--- src/rtl/wb_arbiter_pkg.sv ---
// Shared types and constants for the dual-lane writeback arbiter.
package wb_arbiter_pkg;

    localparam int         WB_DEPTH_DEFAULT = 4;
    localparam logic [4:0] REG_ZERO         = 5'd0;

    typedef struct packed {
        logic [4:0]  waddr;
        logic [31:0] wdata;
    } wb_entry_t;

    function automatic logic [31:0] wb_select_data(
        input logic        mem_to_reg,
        input logic [31:0] read_data,
        input logic [31:0] alu_result
    );
        return mem_to_reg ? read_data : alu_result;
    endfunction

endpackage

--- src/rtl/wb_queue.sv ---
// Generic FIFO accepting up to two pushes and one pop per cycle; push0 lands before push1.
module wb_queue
    import wb_arbiter_pkg::*;
#(
    parameter int DEPTH = WB_DEPTH_DEFAULT,
    localparam int AW = $clog2(DEPTH),
    localparam int CW = AW + 1
) (
    input  logic          clk,
    input  logic          reset,
    input  logic          i_push0,
    input  wb_entry_t     i_data0,
    input  logic          i_push1,
    input  wb_entry_t     i_data1,
    input  logic          i_pop,
    output wb_entry_t     o_head,
    output logic [CW-1:0] o_count
);

    localparam logic [AW:0]   PTR_ONE = {{AW{1'b0}}, 1'b1};
    localparam logic [AW:0]   PTR_TWO = {{(AW - 1){1'b0}}, 2'b10};
    localparam logic [CW-1:0] CNT_ZERO = {CW{1'b0}};

    wb_entry_t     r_mem [DEPTH];
    logic [AW:0]   r_wr_ptr;
    logic [AW:0]   r_rd_ptr;
    logic [CW-1:0] r_count;

    logic [AW:0]   w_slot1;
    logic [AW:0]   w_wr_ptr_next;
    logic [CW-1:0] w_count_next;

    // Slot for push1 and next-state pointer/occupancy arithmetic (pointers keep one extra wrap bit).
    always_comb begin
        w_slot1       = r_wr_ptr;
        w_wr_ptr_next = r_wr_ptr;
        w_count_next  = r_count;
        if (i_push0) begin
            w_slot1 = r_wr_ptr + PTR_ONE;
        end else begin
            w_slot1 = r_wr_ptr;
        end
        if (i_push0 && i_push1) begin
            w_wr_ptr_next = r_wr_ptr + PTR_TWO;
        end else if (i_push0 || i_push1) begin
            w_wr_ptr_next = r_wr_ptr + PTR_ONE;
        end else begin
            w_wr_ptr_next = r_wr_ptr;
        end
        w_count_next = r_count
                     + {{(CW - 1){1'b0}}, i_push0}
                     + {{(CW - 1){1'b0}}, i_push1}
                     - {{(CW - 1){1'b0}}, i_pop};
    end

    // Pointer and occupancy state.
    always_ff @(posedge clk) begin
        if (reset) begin
            r_wr_ptr <= {(AW + 1){1'b0}};
            r_rd_ptr <= {(AW + 1){1'b0}};
            r_count  <= CNT_ZERO;
        end else begin
            r_wr_ptr <= w_wr_ptr_next;
            if (i_pop) begin
                r_rd_ptr <= r_rd_ptr + PTR_ONE;
            end
            r_count <= w_count_next;
        end
    end

    // Storage; contents are don't-care after reset so no reset term.
    always_ff @(posedge clk) begin
        if (!reset) begin
            if (i_push0) begin
                r_mem[r_wr_ptr[AW-1:0]] <= i_data0;
            end
            if (i_push1) begin
                r_mem[w_slot1[AW-1:0]] <= i_data1;
            end
        end
    end

    assign o_head  = r_mem[r_rd_ptr[AW-1:0]];
    assign o_count = r_count;

endmodule

--- src/rtl/wb_arbiter.sv ---
// Dual-lane writeback arbiter: muxes, filters $zero writes and serialises both lanes into one RF port.
// Optional WB_WAW_SQUASH_EN: same-register dual writes keep only the younger lane.
module wb_arbiter
    import wb_arbiter_pkg::*;
#(
    parameter int WB_DEPTH = WB_DEPTH_DEFAULT,
    localparam int CW = $clog2(WB_DEPTH) + 1
) (
    input  logic          clk,
    input  logic          reset,
    input  logic          MemToReg0_in,
    input  logic          MemToReg1_in,
    input  logic          RegWrite0_in,
    input  logic          RegWrite1_in,
    input  logic [31:0]   alu_result0_in,
    input  logic [31:0]   alu_result1_in,
    input  logic [31:0]   read_data0_in,
    input  logic [31:0]   read_data1_in,
    input  logic [4:0]    write_reg0_in,
    input  logic [4:0]    write_reg1_in,
    output logic          stall_out,
    output logic          rf_we,
    output logic [4:0]    rf_waddr,
    output logic [31:0]   rf_wdata,
    output logic [CW-1:0] count_out
);

    localparam logic [CW-1:0] STALL_AT = CW'(WB_DEPTH - 1);
    localparam logic [CW-1:0] CNT_ZERO = {CW{1'b0}};

    wb_entry_t     w_entry0;
    wb_entry_t     w_entry1;
    wb_entry_t     w_head;
    logic          w_cand0;
    logic          w_cand1;
    logic          w_squash;
    logic          w_push0;
    logic          w_push1;
    logic          w_pop;
    logic [CW-1:0] w_count;

    // Lane muxing, candidate filtering and squash decision.
    always_comb begin
        w_entry0.waddr = write_reg0_in;
        w_entry0.wdata = wb_select_data(MemToReg0_in, read_data0_in, alu_result0_in);
        w_entry1.waddr = write_reg1_in;
        w_entry1.wdata = wb_select_data(MemToReg1_in, read_data1_in, alu_result1_in);
        w_cand0 = RegWrite0_in && (write_reg0_in != REG_ZERO);
        w_cand1 = RegWrite1_in && (write_reg1_in != REG_ZERO);
`ifdef WB_WAW_SQUASH_EN
        w_squash = w_cand0 && w_cand1 && (write_reg0_in == write_reg1_in);
`else
        w_squash = 1'b0;
`endif
        // Inputs on the reset edge and while stalled never reach the queue.
        w_push0 = !reset && !stall_out && w_cand0 && !w_squash;
        w_push1 = !reset && !stall_out && w_cand1;
    end

    // Stall depends only on registered occupancy; the head drains whenever present.
    always_comb begin
        stall_out = (w_count >= STALL_AT);
        rf_we     = (w_count != CNT_ZERO) && !reset;
        w_pop     = rf_we;
        rf_waddr  = w_head.waddr;
        rf_wdata  = w_head.wdata;
        count_out = w_count;
    end

    wb_queue #(
        .DEPTH (WB_DEPTH)
    ) u_queue (
        .clk     (clk),
        .reset   (reset),
        .i_push0 (w_push0),
        .i_data0 (w_entry0),
        .i_push1 (w_push1),
        .i_data1 (w_entry1),
        .i_pop   (w_pop),
        .o_head  (w_head),
        .o_count (w_count)
    );

endmodule

--- config.mk ---
export PLATFORM = sky130hd
export DESIGN_NAME = wb_arbiter
export DESIGN_NICKNAME = d
export VERILOG_FILES = /design/src/rtl/wb_arbiter_pkg.sv /design/src/rtl/wb_queue.sv /design/src/rtl/wb_arbiter.sv
export SDC_FILE = /design/constraint.sdc
export NUM_CORES = 1
export LEC_CHECK = 0
export ABC_AREA = 1
export BUFFER_PORTS_ARGS = -buffer_cell sky130_fd_sc_hd__buf_2
export CORE_MARGIN = 2
export CORE_UTILIZATION = 56
export DETAILED_ROUTE_END_ITERATION = 10
export HOLD_SLACK_MARGIN = 0.1
export PLACE_DENSITY = 0.91
export SLEW_MARGIN = 10
export SYNTH_ARGS = -nofsm -noshare
export SYNTH_HDL_FRONTEND = slang
export SYNTH_SLANG_ARGS = --single-unit
--- constraint.sdc ---
create_clock -name clk -period 4 [get_ports clk]
set_input_delay 0.8 -clock clk [delete_from_list [all_inputs] [get_ports clk]]
set_output_delay 0.8 -clock clk [all_outputs]
set_load 0.005 [all_outputs]
==> impl_metrics.toml, run 1 <==
[outcome]
outcome = "finished, final reports clean"

[clock_network]
cts_buffer_depth = 2
cts_num_sinks = 157
clkTransAtPathRegs_ps = 60
cts_buffers = 17
clock-root-buffer = "clkbuf_16"
clkLatencyLatePin_ps = 430
postCtsSetupBuffers = 0
cts_max_level = 4
ctsHoldBuffers = 0
cts-resized-gates = 0
cts_tree = "done"

[floorplan]
ioPinCount = 186
core_area_sq_um = 16500
initial_core_util = 0.570
chipHeight_um = 133
die_w_um = 133
rows = 47
dieArea_sq_um = 17800

[finish]
utilization = 0.650
post_route_cells_drive_above_1_share = 0.269
register_area_sq_um = 4630
mostFrequentLayoutCell = "nand2_1"
nets = 1313
area_delta_synth_final_pct = 14.0
layout_common_cells = "nand2_1 (310), buf_2 (185), nand4_1 (148), edfxtp_1 (148), nor2_1 (86)"
diodes = 0
multi_input_area_sq_um = 4120
n_fill_cell = 1238

[yosys]
ys_warn_count = 0
synth.avg_cell_area_sq_um = 9.10
synth_cells = 1031
mappedNetlistArea_sq_um = 9390
yosys.area.top_type = "edfxtp_1"
synth_area_leaders = "edfxtp_1 (47%), nand2_1 (13%), nand4_1 (9.9%), mux2_2 (7.7%), o21ai_0 (4.3%)"
netlist.area_leader.share = 0.474
synth-seq-cells = 157
synthDistinctLibCells = 27
syn_nets = 1185
synth_sequential_area_ratio = 0.493

[sta]
worst_slew_pin_slew_ps = 1030
postLayoutSetupSlackWorst_ps = 932
hold_violations = 0
rsz0062_at_grt = "no"
fin_skew_ps = 11.6
setup_viol = 0
max_freq_mhz = 326
layout_min_cycle_time_ps = 3070
fin_tns_setup_ps = 0
period_share = 0.767
slew_violations = 0
max-slew-margin-rel = 0.314

[setup_path]
cp_data_required_time_ps = 3200
cp_data_arrival_time_ps = 2270
rrSetupSlack_ps = 1050
crit_path_start_kind = "register"
worst-setup-path-type = "register to output pin"
cp_max_fo = 53
cp-end-kind = "output pin"

[power]
pwr-share-seq = 0.356
clkPwrFrac = 0.237
power_density_nw_per_um2 = 569
comb_power_share = 0.407
p_leak_nw = 4.56
swShare = 0.392
vdd_drop_max_v = 0.000344
netSwitchingPower_mw = 2.39
intPower_mw = 3.70

[global_routing]
grt_first_pass_wirelength_um = 39300
antenna_found_initial = 0
grt_overflow_total = 0
grt_usage = 0.283
grt_pass1_vias = 8010
grt_max_degree = 102

[routing]
drtPass1Iterations = 6
drtAntennaViolNets = 0
wl_um = 25900
wl_per_cell_um = 18.7
drtIter0Drc = 1286
drcViolationCount = 0
vias_per_cell = 6.14
vias = 8528

[placed_design]
routabilityCongestion = 0.838
dp.final_hpwl_um = 15600
port_buffers = 185
dp_slack_ps = 860

[job]
max_cap_violations = 0

[hold_path]
hold_path_class = "register to register"
state kept, by name, indices dropped and copies added (netlist names), named ones only:
register and flops:
u_queue.o_count 3, u_queue.r_wr_ptr 2, u_queue.r_mem 148, u_queue.r_rd_ptr 2
power groups by stage:
stage          combinational (mW)  sequential (mW)  clock, mW
2_1_floorplan                1.66             2.18          0
3_3_place_gp                 2.35             2.19          0
3_5_place_dp                 2.42             2.19          0
4_1_cts                      2.44             2.16       1.44
5_1_grt                      2.69             2.18       1.50
6_report                     2.48             2.17       1.44
path summary, 6_finish.rpt:
kind | from | end | cells past startpoint
worst max-delay path | register | rf_wdata[23] | 5
worst min-delay path | u_queue.r_rd_ptr[0] | register | 1
worst max register to register | u_queue.o_count[2] | u_queue.r_mem[3][7] | 10
worst min register to register | u_queue.r_rd_ptr[0] | register | 1
cells by family after synthesis:
| kind of cell | after synthesis | synth area share |
|---|---|---|
| buffers and inverters | 112 | 0.0692 |
| AO/OA/AOI/OAI | 124 | 0.0716 |
| XOR/XNOR | 2 | 0.00187 |
| AND/OR/NAND/NOR | 562 | 0.273 |
| flip-flops | 157 | 0.493 |
| adder cells (fa/ha/maj) | 10 | 0.0149 |
| multiplexers | 64 | 0.0768 |
synthesized netlist by cell type:
cell	n
nand2_1	314
edfxtp_1	148
nand4_1	148
nor2_1	86
o21ai_0	80
mux2_2	64
clkbuf_1	37
o22ai_1	37
buf_4	27
buf_2	17
inv_1	15
buf_6	14
dfxtp_1	9
ha_1	8
a21oi_1	5
nand2_2	5
nand3_2	4
fa_1	2
nand3_1	2
o21bai_1	2
buf_1	1
clkinv_2	1
nand4_4	1
nor2_4	1
nor2_8	1
xnor2_1	1
xor2_1	1
cell type report:
type / count / area share
clock inverter: 12 / 0.00760
timing repair buffer: 205 / 0.103
clock buffer: 18 / 0.0401
multi-input combinational: 762 / 0.385
inverter: 16 / 0.00573
sequential: 157 / 0.433
tap: 220 / 0.0257
layer usage:
| metal | vias to the layer above | track usage | share of wire | wire length [um] |
|---|---|---|---|---|
| met3 | 83 | 0.0582 | 0.12 | 3230 |
| met4 | 0 | 0.134 | 0.029 | 756 |
| met2 | 675 | 0.481 | 0.49 | 12700 |
| met1 | 3822 | 0.346 | 0.36 | 9260 |
| met5 | - | 0 | 0 | 0 |
| li1 | 3948 | - | - | - |
stage by stage:
stage	instance area (sq um)	hold WS [ps]	instances	total power, mW
2_1_floorplan	9390	444	1031	3.84
3_3_place_gp	10200	455	1360	4.54
3_5_place_dp	10200	460	1360	4.62
4_1_cts	10700	471	1390	6.04
5_1_grt	10700	502	1390	6.37
6_report	10700	474	1390	6.09
critical path, stage by stage (launching register included):
cell,delay [ps]
dfxtp_2,330
inv_2,640
buf_4,380
o21ai_0,100
o22ai_1,210
buf_2,160
(Power assumes the default switching activity.)
==> run 2, diff against run 1 <==
--- a/config.mk
+++ b/config.mk
@@ -8,10 +8,10 @@
 export ABC_AREA = 1
 export BUFFER_PORTS_ARGS = -buffer_cell sky130_fd_sc_hd__buf_2
 export CORE_MARGIN = 2
-export CORE_UTILIZATION = 56
+export CORE_UTILIZATION = 51
 export DETAILED_ROUTE_END_ITERATION = 10
 export HOLD_SLACK_MARGIN = 0.1
-export PLACE_DENSITY = 0.91
+export PLACE_DENSITY = 0.88
 export SLEW_MARGIN = 10
 export SYNTH_ARGS = -nofsm -noshare
 export SYNTH_HDL_FRONTEND = slang
==> constraint.sdc (replaced) <==
create_clock -name clk -period 2.6 [get_ports clk]
set_input_delay 0.52 -clock clk [delete_from_list [all_inputs] [get_ports clk]]
set_output_delay 0.52 -clock clk [all_outputs]
set_load 0.005 [all_outputs]
==> run 2 against run 1 <==
Design area rose by 2.4%; via count rose by 1.7%; routed wire length rose by 3.1%; global-route usage fell by 1.6 points; clock power rose by 52%; hold slack got worse by 61 ps; register-to-register slack got worse by 860 ps; worst setup slack got worse by 830 ps; cell count rose by 2.3%; combinational power rose by 61%; critical endpoint is now rf_waddr[4]; highest routed layer unchanged.
==> impl_metrics.toml, run 2 (same netlist as run 1, synthesis figures left out) <==
[setup_path]
rrSetupSlack_ps = 190
cp_data_arrival_time_ps = 1970
rr_startpoint = "u_queue.o_count[2]"
crit_path_start_kind = "register"
r2r_end = "u_queue.r_mem[3][25]"
worst-setup-path-type = "register to output pin"
reg2reg_depth = 9
cp_data_required_time_ps = 2080
cp_max_fo = 21
cp-end-kind = "output pin"

[power]
intPower_mw = 5.76
p_total_mw = 9.57
p_leak_nw = 4.67
netSwitchingPower_mw = 3.80
comb_power_share = 0.417
vdd_drop_max_v = 0.000570
pwr-share-seq = 0.353
power_density_nw_per_um2 = 873
clkPwrFrac = 0.229
swShare = 0.398

[global_routing]
grt_first_pass_wirelength_um = 41300
antenna_found_initial = 0
grt_overflow_total = 0
grt_max_degree = 92
grt_pass1_vias = 8249
grt_usage = 0.267

[finish]
multi_input_area_sq_um = 4130
mostFrequentLayoutCell = "nand2_1"
register_area_sq_um = 4630
diodes = 0
nets = 1334
post_route_cells_drive_above_1_share = 0.287
design_area_sq_um = 11000
layout_common_cells = "nand2_1 (309), buf_2 (185), nand4_1 (148), edfxtp_1 (148), nor2_1 (86)"
area_delta_synth_final_pct = 16.7
largest_reg_flops = 148
n_fill_cell = 1491

[clock_network]
cts_num_sinks = 157
cts_buffers = 17
postCtsSetupBuffers = 0
clock-root-buffer = "clkbuf_16"
clkTransAtPathRegs_ps = 60
cts_buffer_depth = 2
clkLatencyLatePin_ps = 430
ctsHoldBuffers = 0
cts_max_level = 4
cts_tree = "done"

[routing]
wl_per_cell_um = 18.8
vias = 8674
wl_um = 26700
drtIter0Drc = 1106
drtPass1Iterations = 5
met3_length_um = 2990
drcViolationCount = 0
met2_length_um = 13200
highest-signal-layer = "met4"
drt-met1-wl_um = 9930
vias_per_cell = 6.10
drtAntennaViolNets = 0

[placed_design]
dp.final_hpwl_um = 16400
dpl_cell_area_sq_um = 10400
dp_slack_ps = -210
port_buffers = 185
routabilityCongestion = 0.809

[sta]
hold_violations = 0
period_share = 0.959
fin_skew_ps = 5.27
slew_violations = 0
setup_viol = 0
max_freq_mhz = 401
layout_min_cycle_time_ps = 2490
worst_slew_pin_slew_ps = 674
rsz0062_at_grt = "no"
postLayoutSetupSlackWorst_ps = 105
max-slew-margin-rel = 0.551
holdWs_ps = 413

[hold_path]
hp-start = "reset"
hold_path_class = "input pin to register"
hold_end = "u_queue.o_count[2]"
hold_path_depth = 3

[outcome]
outcome = "finished, final reports clean"

[floorplan]
ioPinCount = 186
core_area_sq_um = 18000
rows = 49
dieArea_sq_um = 19500
initial_core_util = 0.521
die_w_um = 140
chipHeight_um = 140

[job]
max_cap_violations = 0
run 2: cell types whose count changed in the layout (fill, tap and decap cells not counted), sizes merged:
cell      before  now
clkinv        12   11
clkbuf        18   19
clkinvlp       0    3
bufinv         1    0
buf          205  226
run 2: metrics by stage:
step	TNS [ps]	util	cells
floorplan	-15.8	-	1031
global placement	-9100	0.579	1390
detailed placement	-24690	0.579	1390
CTS	0	0.608	1422
global route	0	0.608	1422
finish	0	0.608	1422
run 2: worst max path at each step:
stage,start,to,slack [ps],cells after the start
final,register,rf_waddr[4],110,4
after global routing,register,rf_wdata[0],30,4
after CTS,register,rf_wdata[0],110,4
after detailed placement,write_reg1_in[0],u_queue.r_mem[0][24],-210,9
after global placement,write_reg1_in[0],u_queue.r_mem[2][19],-120,9
after floorplan,u_queue.o_count[2],u_queue.o_count[2],-20,13
run 2: cell type report:
class,count,area share
repair buffers,226,0.122
clock buffers,19,0.0395
clock inverters,13,0.00708
inverters,16,0.00560
well taps,229,0.0262
multi-input cells,762,0.377
flip-flops and latches,157,0.422
run 2: power groups by stage:
stage | clock network [mW] | registers [mW] | logic, mW
after CTS | 2.19 | 3.38 | 3.95
after floorplan | 0 | 3.35 | 2.56
final | 2.19 | 3.38 | 3.99
after detailed placement | 0 | 3.43 | 3.92
after global routing | 2.28 | 3.41 | 4.34
after global placement | 0 | 3.42 | 3.82
run 2: critical path, cell delays in order (launching register included):
cell and delay, ps:
dfxtp_2 640, buf_4 330, o21ai_0 130, o22ai_1 250, buf_2 180
run 2: what timing repair did:
action	CTS	global route
endpoints found under the setup margin	63	63
cloned	0	0
gates resized for setup	1	1
run 2: routing by layer:
metal,vias to the layer above,track usage
met5,-,0
met1,4009,0.336
met2,604,0.446
met3,72,0.0609
met4,0,0.110
li1,3989,-
